[src/rtl/if_stage_if.sv]
// Instruction-fetch stage shared types and the instruction-memory bus.
// The package carries the IF/ID register layout; the interface bundles
// the fetch request/response handshake.
package if_stage_pkg;
  typedef struct packed {
    logic [31:0] pc;
    logic [31:0] instr;
  } if_id_flow_t;
endpackage

interface if_stage_if;
  logic        imem_req;
  logic [31:0] imem_addr;
  logic        imem_ready;
  logic [31:0] imem_rdata;

  modport master (
    output imem_req,
    output imem_addr,
    input  imem_ready,
    input  imem_rdata
  );

  modport slave (
    input  imem_req,
    input  imem_addr,
    output imem_ready,
    output imem_rdata
  );
endinterface

[src/rtl/if_stage.sv]
// Instruction-fetch stage: drives the instruction-memory handshake, keeps
// the PC, parks a word in a skid buffer when the pipe stalls on a completed
// fetch, and abandons in-flight fetches on a redirect.
module if_stage
  import if_stage_pkg::*;
#(
  parameter logic [31:0] RESET_PC  = 32'h0000_0000,
  parameter logic [31:0] NOP_INSTR = 32'h0000_0013
) (
  input  logic            clk,
  input  logic            reset,
  output if_id_flow_t     outflow,
  output logic            out_valid,
  input  logic            stall,
  input  logic            flush,
  input  logic            redirect_en,
  input  logic [31:0]     redirect_pc,
  if_stage_if.master      imem
);

  typedef enum logic [1:0] {
    FETCH = 2'd0,
    HOLD  = 2'd1,
    DROP  = 2'd2
  } state_t;

  state_t      state;
  logic [31:0] pc;
  logic [31:0] skid_buf;
  logic [31:0] drop_addr;   // address of the request abandoned by a redirect
  logic [31:0] target;
  logic [31:0] pc_next;
  logic        freeze;      // stall that is not overridden by a flush

  // Derived control: aligned redirect target, wrapping increment, freeze.
  always_comb begin
    target  = {redirect_pc[31:2], 2'b00};
    pc_next = pc + 32'd4;
    freeze  = stall & ~flush;
  end

  // Memory request: idle while the word sits in the skid buffer or in reset;
  // the abandoned address is held until the memory completes it.
  always_comb begin
    imem.imem_req  = 1'b0;
    imem.imem_addr = pc;
    if (reset) begin
      imem.imem_req = 1'b0;
    end else if (state == HOLD) begin
      imem.imem_req = 1'b0;
    end else begin
      imem.imem_req = 1'b1;
    end
    if (state == DROP) begin
      imem.imem_addr = drop_addr;
    end else begin
      imem.imem_addr = pc;
    end
  end

  // Fetch FSM, PC, skid buffer and IF/ID register.
  always_ff @(posedge clk) begin
    if (reset) begin
      state     <= FETCH;
      pc        <= RESET_PC;
      skid_buf  <= 32'h0000_0000;
      drop_addr <= RESET_PC;
      outflow   <= '{pc: RESET_PC, instr: NOP_INSTR};
      out_valid <= 1'b0;
    end else if (redirect_en) begin
      pc        <= target;
      outflow   <= '{pc: target, instr: NOP_INSTR};
      out_valid <= 1'b0;
      case (state)
        FETCH: begin
          if (imem.imem_ready) begin
            state <= FETCH;
          end else begin
            state     <= DROP;
            drop_addr <= pc;
          end
        end
        HOLD:    state <= FETCH;
        // A completing abandoned request ends the drop even under redirect.
        DROP:    state <= imem.imem_ready ? FETCH : DROP;
        default: state <= FETCH;
      endcase
    end else begin
      case (state)
        FETCH: begin
          if (imem.imem_ready) begin
            if (freeze) begin
              skid_buf <= imem.imem_rdata;
              state    <= HOLD;
            end else begin
              pc            <= pc_next;
              outflow.pc    <= pc;
              outflow.instr <= flush ? NOP_INSTR : imem.imem_rdata;
              out_valid     <= ~flush;
            end
          end else if (!freeze) begin
            outflow   <= '{pc: pc, instr: NOP_INSTR};
            out_valid <= 1'b0;
          end
        end
        HOLD: begin
          if (!freeze) begin
            pc            <= pc_next;
            outflow.pc    <= pc;
            outflow.instr <= flush ? NOP_INSTR : skid_buf;
            out_valid     <= ~flush;
            state         <= FETCH;
          end
        end
        DROP: begin
          if (imem.imem_ready) begin
            state <= FETCH;
          end
        end
        default: state <= FETCH;
      endcase
    end
  end

endmodule
[src/flat_wrapper.sv]
// flat-port wrapper written by rule: the top's interface ports become plain ports
module if_stage_flat import if_stage_pkg::*;
#(
  parameter logic [31:0] RESET_PC  = 32'h0000_0000,
  parameter logic [31:0] NOP_INSTR = 32'h0000_0013
)
  (clk, reset, outflow, out_valid, stall, flush, redirect_en, redirect_pc, imem_imem_req, imem_imem_addr, imem_imem_ready, imem_imem_rdata);
  if_stage_if imem_i ();
  input  logic clk;
  input  logic reset;
  output if_id_flow_t outflow;
  output logic out_valid;
  input  logic stall;
  input  logic flush;
  input  logic redirect_en;
  input  logic [31:0] redirect_pc;
  output wire logic [$bits(imem_i.imem_req)-1:0] imem_imem_req;
  output wire logic [$bits(imem_i.imem_addr)-1:0] imem_imem_addr;
  input wire logic [$bits(imem_i.imem_ready)-1:0] imem_imem_ready;
  input wire logic [$bits(imem_i.imem_rdata)-1:0] imem_imem_rdata;
  assign imem_imem_req = imem_i.imem_req;
  assign imem_imem_addr = imem_i.imem_addr;
  assign imem_i.imem_ready = imem_imem_ready;
  assign imem_i.imem_rdata = imem_imem_rdata;
  if_stage #(.RESET_PC(RESET_PC), .NOP_INSTR(NOP_INSTR)) u_core (.clk(clk), .reset(reset), .outflow(outflow), .out_valid(out_valid), .stall(stall), .flush(flush), .redirect_en(redirect_en), .redirect_pc(redirect_pc), .imem(imem_i));
endmodule
[config.mk]
export PLATFORM = sky130hd
export DESIGN_NAME = if_stage_flat
export DESIGN_NICKNAME = d
export VERILOG_FILES = /design/src/rtl/if_stage_if.sv /design/src/rtl/if_stage.sv /design/src/flat_wrapper.sv
export SDC_FILE = /design/constraint.sdc
export NUM_CORES = 1
export LEC_CHECK = 0
export ABC_AREA = 1
export BUFFER_PORTS_ARGS = -buffer_cell sky130_fd_sc_hd__buf_2
export CAP_MARGIN = 20
export CELL_PAD_IN_SITES_DETAIL_PLACEMENT = 1
export CELL_PAD_IN_SITES_GLOBAL_PLACEMENT = 1
export CORE_AREA = 8 8 168 131
export CTS_BUF_LIST = sky130_fd_sc_hd__clkbuf_2 sky130_fd_sc_hd__clkbuf_4 sky130_fd_sc_hd__clkbuf_8
export DETAILED_ROUTE_END_ITERATION = 10
export DIE_AREA = 0 0 176 139
export GPL_ROUTABILITY_DRIVEN = 0
export PLACE_DENSITY = 0.94
export SYNTH_ARGS = -nofsm -noshare
export SYNTH_HDL_FRONTEND = slang
export SYNTH_SLANG_ARGS = --single-unit
[constraint.sdc]
create_clock -name clk -period 2.4 [get_ports clk]
set_input_delay 0.36 -clock clk [delete_from_list [all_inputs] [get_ports clk]]
set_output_delay 0.36 -clock clk [all_outputs]
set_load 0.01 [all_outputs]
Yosys cells after proc, flatten, opt, wreduce, memory -nomap -nowiden
Cells that the tools add are included.
Widths: inputs -> output; s select.

storage, ports and cells
  bits in registers = 163
  word-level logic and storage cells = 65
  output and inout bits = 98

cells by class
  add/sub/neg operators = 1
  bitwise logic cells = 4
  reduce and logical (&&, ||, !) cells = 13
  eq/ne operators = 11
  multiplexer cells = 27

operators with widths
  operator               number
  $mux 64                5
  $mux 32                6
  $pmux 64 s2            1
  $pmux 32 s2            1
  $add 32x3->32 const B  1
  $ne 3x3->1 const B     5
  $mux 2                 7
  $reduce_and 3->1       3
  $reduce_and 4->1       2
  $ne 2x2->1 const B     3
  $pmux 2 s3             1
  $reduce_and 2->1       3
  $mux 1                 5
  $reduce_or 2->1        2
  $ne 3x2->1 const B     1
  $not 1->1              3
  $reduce_bool 3->1      1
  $eq 2x1->1 const B     1
  $eq 2x2->1 const B     1
  $logic_not 2->1        1
  $pmux 1 s2             1
  $reduce_bool 2->1      1
  $and 1x1->1            1

Longest topological paths before layout
Gate-level depths: netlist of the first run.

  word-level depth = 6
  gate-level depth with buffers = 11
  depth with buffers taken out = 10

Least setup slack after synthesis of the first run
OpenSTA, ideal clock, no wires.

  path type = register -> output
  start point = register u_core.state[0]
  end point = output imem_imem_addr[10]
  buffers on the path = 1
  cell stages (with the launch flop) = 6
  slack = 960 ps
  arrival time = 1080 ps
  path through = dfxtp_1 inv_1 nand2_1 clkbuf_1 nor2_1 a21oi_1

on the way
  longest elaborated chain between the ends = 2

RTL lines
  what                      RTL line            text
  start: declaration        if_stage.sv:27      state_t state;
  start signal: assignment  if_stage.sv:85      DROP: state <= imem.imem_ready ? FETCH : DROP;
  $eq 2x2->1                if_stage.sv:54      if (state == DROP) begin
  $mux 32                   if_stage.sv:54
  end: declaration          flat_wrapper.sv:18  output wire logic [$bits(imem_i.imem_addr)-1:0] imem_imem_addr;

No other way between the ends.

Worst setup path in the final report of the first run
  start point = register u_core.state[0]
  end point = output imem_imem_addr[27]

Same word-level chain as after synthesis.

==> summary.md, run 1 <==
| Metric | Value |
|---|---|
| Outcome | `finished clean` |
| Pre-CTS WS | `0.354 ns` |
| Sequential area share after synthesis | `41.5%` |
| Layout area overhead | `17.5%` |
| # diodes | `0` |
| Final min period | `2.20 ns` |
| Final non-filler cell total | `1559` |
| Root buffer cell | `clkbuf_8` |
| Ys Warns | `0` |
| Max_slew headroom | `45.7%` |
| Placed insts | `1526` |
| Crit Path Max Fanout | `33` |
| WHS Endpoint | `u_core.skid_buf[29]$_SDFFE_PP0P_` |
| Post-layout util | `45.5%` |
| Clock transition at the registers of the reported paths | `0.10 ns` |
| Initial antenna violation count | `0` |
| WS Path Type | `register to output port` |
| Wire length on met2 | `12000 um` |
| Worst Path Arrival | `1.84 ns` |
| Vias in the first global route | `7978` |
| Top Metal Used | `met4` |
| Clock tree buffer depth | `2` |
| Worst R2R Path Depth | `7` |
| Drt first pass iters | `5` |
| Static leakage | `3.88 nW` |
| Async SR Flop Fraction | `0%` |
| Slew Viols, Final | `0` |
| Die span in x | `176 um` |
| M1 WL | `12900 um` |
| Hold path startpoint | `imem_imem_rdata[29]` |
| Final period utilization | `91.7%` |
| Hold Path Class | `input port to register` |
| Met3 wire len | `1900 um` |
| Crit end category | `output port` |
| Top FF cell, synth | `dfxtp_1` |
| Fmax | `454 MHz` |
| Residual DRC | `0` |
| R2r startpoint | `u_core.state[1]$_SDFFE_PP0P_` |
| Per-cell routed wire length | `17.4 um` |
| Die Ht | `139 um` |
| TritonCTS clock tree | `done` |
| Tot Pwr | `0.00575 W` |
| Worst-skew pair later-pin latency | `0.46 ns` |
| Mean post-synth cell area | `6.50 sq um` |
| Worst Clk Skew | `0.0155 ns` |
| Final worst slack | `0.199 ns` |
| Layout cell share with drive strength beyond 1 | `17.7%` |
| Top Ports | `168` |
| 1st-iter DRT viols | `616` |
| Startpoint types | `register` |
| Worst r2r dst | `u_core.skid_buf[30]$_SDFFE_PP0P_` |
| Worst reg2reg setup slack | `0.40 ns` |
| DR vias/cell | `5.24` |
| Yosys reg bits | `157` |
| WP data required | `2.04 ns` |
| Largest net degree at the start of global routing | `67` |
| Cells after Synth | `1165` |
| Setup_tns | `0 ns` |
| Max-cap violations | `0` |
| Commonest non-fill, non-tap cells in the layout | `nand2_1 (277), nor2_1 (182), buf_2 (161)` |
| Global Route Usage Sum | `21.7%` |
| PD cells | `646 nW/um^2` |
| Clk sinks | `157` |
| HPWL Detailed | `19500 um` |
| Actual slew at the worst max-slew pin | `0.809 ns` |
| CORE AREA | `19500 sq um` |
| GRT overflow | `0` |
| Effective utilization at floorplan | `38.8%` |
| Setup Buffers After CTS | `0` |
| Yosys cell types | `30` |
| Row count | `45` |
| Post-synth EDFFs | `0` |
| Hold Fails Final Rpt | `0` |
| Max IR drop VDD | `0.000357 V` |
| Total CTS buffers | `17` |
| Die ar. | `24500 sq um` |
| RSZ-0062 raised after global routing | `false` |
| Hold path depth | `3` |
| WL final | `27200 um` |
| Final Setup Violations | `0` |
| Synthesized area | `7570 sq um` |
| Number of port buffers | `161` |
| Via count | `8168` |
| Final #Nets | `1359` |
| Most common cell after layout, fill and taps aside | `nand2_1` |
| Max H-tree Level | `4` |
| Remaining antenna violation count | `0` |
| First-pass GRT wire length | `43000 um` |
timing repair:
| action | 4_1_cts | 5_1_grt |
|---|---|---|
| hold endpoints to repair | 0 | 0 |
| resized for setup | 1 | 1 |
| hold buffers | 0 | 0 |
| cloned | 0 | 0 |
| setup endpoints to repair | 6 | 1 |
cells in the mapped netlist (3+ instances only):
cell	count	area (sq um)
nand2_2	3	18.8
nand3b_1	3	22.5
buf_1	3	11.3
buf_4	7	52.6
a21oi_1	135	676
clkbuf_1	35	131
nor2_1	183	687
o21ai_0	130	651
buf_2	27	135
a31oi_1	18	113
buf_6	4	45.0
o21ai_1	7	35.0
inv_1	82	308
dfxtp_1	157	3140
nor3_1	11	55.1
nand3_1	60	300
nand2_1	278	1040
inv_2	6	22.5
nor2_2	5	31.3
per-layer routing:
layer | vias up | global-route usage (%)
met2 | 251 | 33.6
met3 | 24 | 4.93
li1 | 4004 | -
met5 | - | 0
met1 | 3889 | 29.8
met4 | 0 | 5.48
through the flow:
stage / instance area (sq um) / hold slack [ns]
global placement: 8490 / 0.432
CTS: 8860 / 0.150
finish: 8900 / 0.168
floorplan: 7590 / 0.425
global route: 8900 / 0.152
detailed placement: 8490 / 0.442
cell type report:
class                   count  area [sq um]
clock buffers              19           255
clock inverters            13           108
fillers                  2637         10600
inverters                  89           334
multi-input cells         846          3750
flip-flops and latches    157          3140
well taps                 258           323
repair buffers            177           983
cell families after synthesis:
group	Yosys count	synth area share, %
compound gates	293	19.8
flops	157	41.5
buf+inv	165	9.37
other cells	1	0.0495
fa+ha+maj	1	0.165
simple gates	548	29.1
worst max-delay path, stage by stage, from the launching register on:
cell	delay (ns)
dfxtp_1	0.34
inv_1	0.23
nand2_8	0.20
buf_4	0.25
a21oi_1	0.21
buf_2	0.16
worst max-delay path by stage:
stage                     cells after the start                              end  slack [ns]                          from
after detailed placement                      4  u_core.outflow[30]$_SDFFE_PP0P_        0.35                         reset
after floorplan                               5               imem_imem_addr[10]        0.96  u_core.state[0]$_SDFFE_PP0P_
after global routing                          6               imem_imem_addr[24]        0.09  u_core.state[0]$_SDFFE_PP0P_
final                                         5               imem_imem_addr[27]        0.20  u_core.state[0]$_SDFFE_PP0P_
after global placement                        4    u_core.out_valid$_SDFFE_PP0P_        0.46                         reset
after CTS                                     6               imem_imem_addr[23]        0.16  u_core.state[0]$_SDFFE_PP0P_
report_power, final:
group / internal [W] / switching, W / total, W
clock network: 0.000776 / 0.00110 / 0.00188
registers: 0.00275 / 0.000119 / 0.00287
logic: 0.000334 / 0.000665 / 0.000999
flip-flops by register name, indices dropped and copies added, names as in the netlist:
signal / count
u_core.drop_addr: 30
u_core.skid_buf: 32
u_core.outflow: 62
u_core.pc: 30
u_core.out_valid: 1
u_core.state: 2
Note: power is estimated with default switching activity, not from simulation.
==> run 2, diff against run 1 <==
Settings changed: ABC_AREA 1 to unset, CORE_AREA 8 8 168 131 to 8 8 164 127, DIE_AREA 0 0 176 139 to 0 0 172 135, PLACE_DENSITY 0.94 to 0.91, REMOVE_ABC_BUFFERS set to 1.
==> summary.md, run 2 <==
| Metric | Value |
|---|---|
| Top FF cell, synth | `dfxtp_1` |
| Commonest non-fill, non-tap cells in the layout | `nand2_1 (162), buf_2 (160), dfxtp_1 (157)` |
| Clock transition at the registers of the reported paths | `0.09 ns (about the same)` |
| Cells after Synth | `855 (-27%)` |
| DR vias/cell | `5.28 (+0.69%)` |
| HPWL Detailed | `16700 um (-14%)` |
| Hold buffers post-CTS | `0 (unchanged)` |
| TritonCTS clock tree | `done` |
| Async SR Flop Fraction | `0% (unchanged)` |
| Drt first pass iters | `5 (unchanged)` |
| PD cells | `657 nW/um^2 (+1.8%)` |
| Worst Path Arrival | `1.93 ns (+0.09 ns)` |
| Crit end category | `output port` |
| Post-synth top cells | `nand2_1 (162), dfxtp_1 (157), a21oi_1 (110)` |
| CORE AREA | `18200 sq um (-6.9%)` |
| Tot Pwr | `0.00565 W (-1.7%)` |
| Die Ht | `135 um (-2.9%)` |
| Fmax | `437 MHz (-3.7%)` |
| FILL cells | `2276 (-14%)` |
| Layout area overhead | `20.0%` |
| Final Setup Violations | `0 (unchanged)` |
| Ys Warns | `0 (unchanged)` |
| Clock tree buffer depth | `2 (unchanged)` |
| Flip-flop count of the largest register after layout | `62 (unchanged)` |
| Layout cell share with drive strength beyond 1 | `26.4% (+8.7 points)` |
| Worst-skew pair later-pin latency | `0.45 ns (about the same)` |
| Vias in the first global route | `7063 (-11%)` |
| Max incr delay on CP | `0.41 ns (+0.07 ns)` |
| Cts repair resizes | `0 (-1)` |
| Clk sinks | `157 (unchanged)` |
| Most common cell on crit path | `buf_4` |
| Root buffer cell | `clkbuf_8` |
| Critical path's slowest cell | `mux2_2` |
| WL final | `23300 um (-14%)` |
| Max_slew headroom | `51.1% (+5.4 points)` |
| Synthesized area | `7160 sq um (-5.5%)` |
| Placed insts | `1221 (-20%)` |
| Hold_ws | `0.153 ns (-0.0155 ns)` |
| 1st-iter DRT viols | `329 (-47%)` |
| Final period utilization | `95.2% (+3.5 points)` |
| Post-synth EDFFs | `0 (unchanged)` |
| Top Ports | `168 (unchanged)` |
| Final non-filler cell total | `1256 (-19%)` |
| GRT overflow | `0 (unchanged)` |
| Per-cell routed wire length | `18.6 um (+6.6%)` |
| Residual DRC | `0 (unchanged)` |
| Yosys cell types | `50 (+67%)` |
| Setup Buffers After CTS | `0 (unchanged)` |
| Sequential area share after synthesis | `43.9% (+2.4 points)` |
| Crit-path cells | `buf_4, nand2b_1, buf_4, mux2_2, buf_2` |
| Via count | `6626 (-19%)` |
| Slew Viols, Final | `0 (unchanged)` |
| Top post-synthesis cells by area | `dfxtp_1 (44%), nand2_1 (8.5%), a21oi_1 (7.7%)` |
| First-pass GRT wire length | `37000 um (-14%)` |
| Actual slew at the worst max-slew pin | `0.733 ns (-0.0762 ns)` |
| Outcome | `finished clean` |
| Regs by FF count | `u_core.outflow x62, u_core.skid_buf x32` |
| Crit Path Max Fanout | `17 (-48%)` |
| Post-layout util | `47.2% (+1.7 points)` |
| Die ar. | `23200 sq um (-5.1%)` |
| Worst Clk Skew | `0.0104 ns (-0.00512 ns)` |
| Global Route Usage Sum | `20.0% (-1.7 points)` |
| Most common cell after layout, fill and taps aside | `nand2_1` |
| WS Path Type | `register to output port` |
| Number of port buffers | `161 (unchanged)` |
| Die span in x | `172 um (-2.3%)` |
| Max H-tree Level | `4 (unchanged)` |
| Effective utilization at floorplan | `39.4% (+0.61 points)` |
| RSZ-0062 raised after global routing | `false` |
| Final min period | `2.29 ns (+0.0849 ns)` |
| Max-cap violations | `0 (unchanged)` |
| Row count | `43 (-4.4%)` |
| Reg with most FFs | `u_core.outflow` |
| Hold Fails Final Rpt | `0 (unchanged)` |
| Worst path top cell family by delay | `buffers and inverters` |
| Initial antenna violation count | `4 (+4)` |
| Hold Path Class | `input port to register` |
| Mean post-synth cell area | `8.37 sq um (+29%)` |
| Largest net degree at the start of global routing | `39 (-42%)` |
| Top-count cell post-synth | `nand2_1` |
| Yosys reg bits | `157 (unchanged)` |
| Final worst slack | `0.114 ns (-0.0849 ns)` |
| WP data required | `2.04 ns (about the same)` |
| Static leakage | `3.85 nW (-0.66%)` |
| Total CTS buffers | `17 (unchanged)` |
| Max IR drop VDD | `0.000351 V (-1.7%)` |
| Pre-CTS WS | `0.327 ns (-0.0276 ns)` |
| Remaining antenna violation count | `0 (unchanged)` |
| Startpoint types | `register` |
| Top cell type's share of synthesized area | `43.9% (+2.4 points)` |
| Critical path buffers and inverters | `3 (unchanged)` |
| Final #Nets | `1064 (-22%)` |
| Top cell type by total area after synthesis | `dfxtp_1` |
==> run 2: final timing paths <==
kind                                    startpoint                               end  slack, ns  cells after the start
setup / recovery      u_core.state[1]$_SDFFE_PP0P_                 imem_imem_addr[9]       0.11                      5
hold / removal                 imem_imem_rdata[18]  u_core.skid_buf[18]$_SDFFE_PP0P_       0.15                      3
setup reg to reg         u_core.pc[5]$_SDFFE_PP0P_        u_core.pc[31]$_SDFFE_PP0P_       0.34                      5
hold reg to reg   u_core.drop_addr[8]$_SDFFE_PP0P_  u_core.drop_addr[8]$_SDFFE_PP0P_       0.46                      2
==> run 2: worst reg2reg max path: stages, from the launching register on <==
cell and delay [ns]:
dfxtp_1 0.51, nand4_2 0.21, nor4_4 0.64, nand4_1 0.26, xnor2_1 0.18, o21a_1 0.16
==> run 2: stage by stage <==
step	setup TNS [ns]	instance area [sq um]
after CTS	0	8580
after global placement	0	8170
final	0	8590
after global routing	0	8590
after floorplan	-33.68	6820
after detailed placement	0	8170
==> run 2: per-layer routing <==
metal | vias to the layer above | wire length, um | part of all wire [%] | GRT usage, %
met5 | - | 0 | 0 | 0
met1 | 3253 | 10800 | 46 | 25.4
met3 | 49 | 1030 | 4.4 | 4.00
met2 | 159 | 10900 | 47 | 32.6
met4 | 0 | 677 | 2.9 | 8.27
li1 | 3165 | - | - | -
==> run 2: power breakdown <==
| group | switching (W) | internal [W] |
|---|---|---|
| sequential | 0.000102 | 0.00271 |
| combinational | 0.000447 | 0.000302 |
| clock | 0.00100 | 0.00108 |
| total | 0.00155 | 0.00410 |
==> run 2: cell type report <==
| class | count | area, sq um | area share [%] |
|---|---|---|---|
| Sequential cell | 157 | 3140 | 36.6 |
| Clock inverter | 11 | 143 | 1.66 |
| Antenna cell | 4 | 10.0 | 0.116 |
| Multi-Input combinational cell | 604 | 3600 | 41.9 |
| Clock buffer | 20 | 269 | 3.13 |
| Timing Repair Buffer | 188 | 1020 | 11.9 |
| Tap cell | 247 | 309 | 3.60 |
| Inverter | 25 | 93.8 | 1.09 |
==> run 2: kinds of logic after synthesis <==
family | share of synthesized area, %
AOI/OAI and AO/OA | 15.3
xor gates and xnor gates | 3.30
adders and majority gates | 0.175
buffers and inverters | 6.17
DFF | 43.9
muxes | 11.7
other | 0.0524
and+or+nand+nor | 19.4
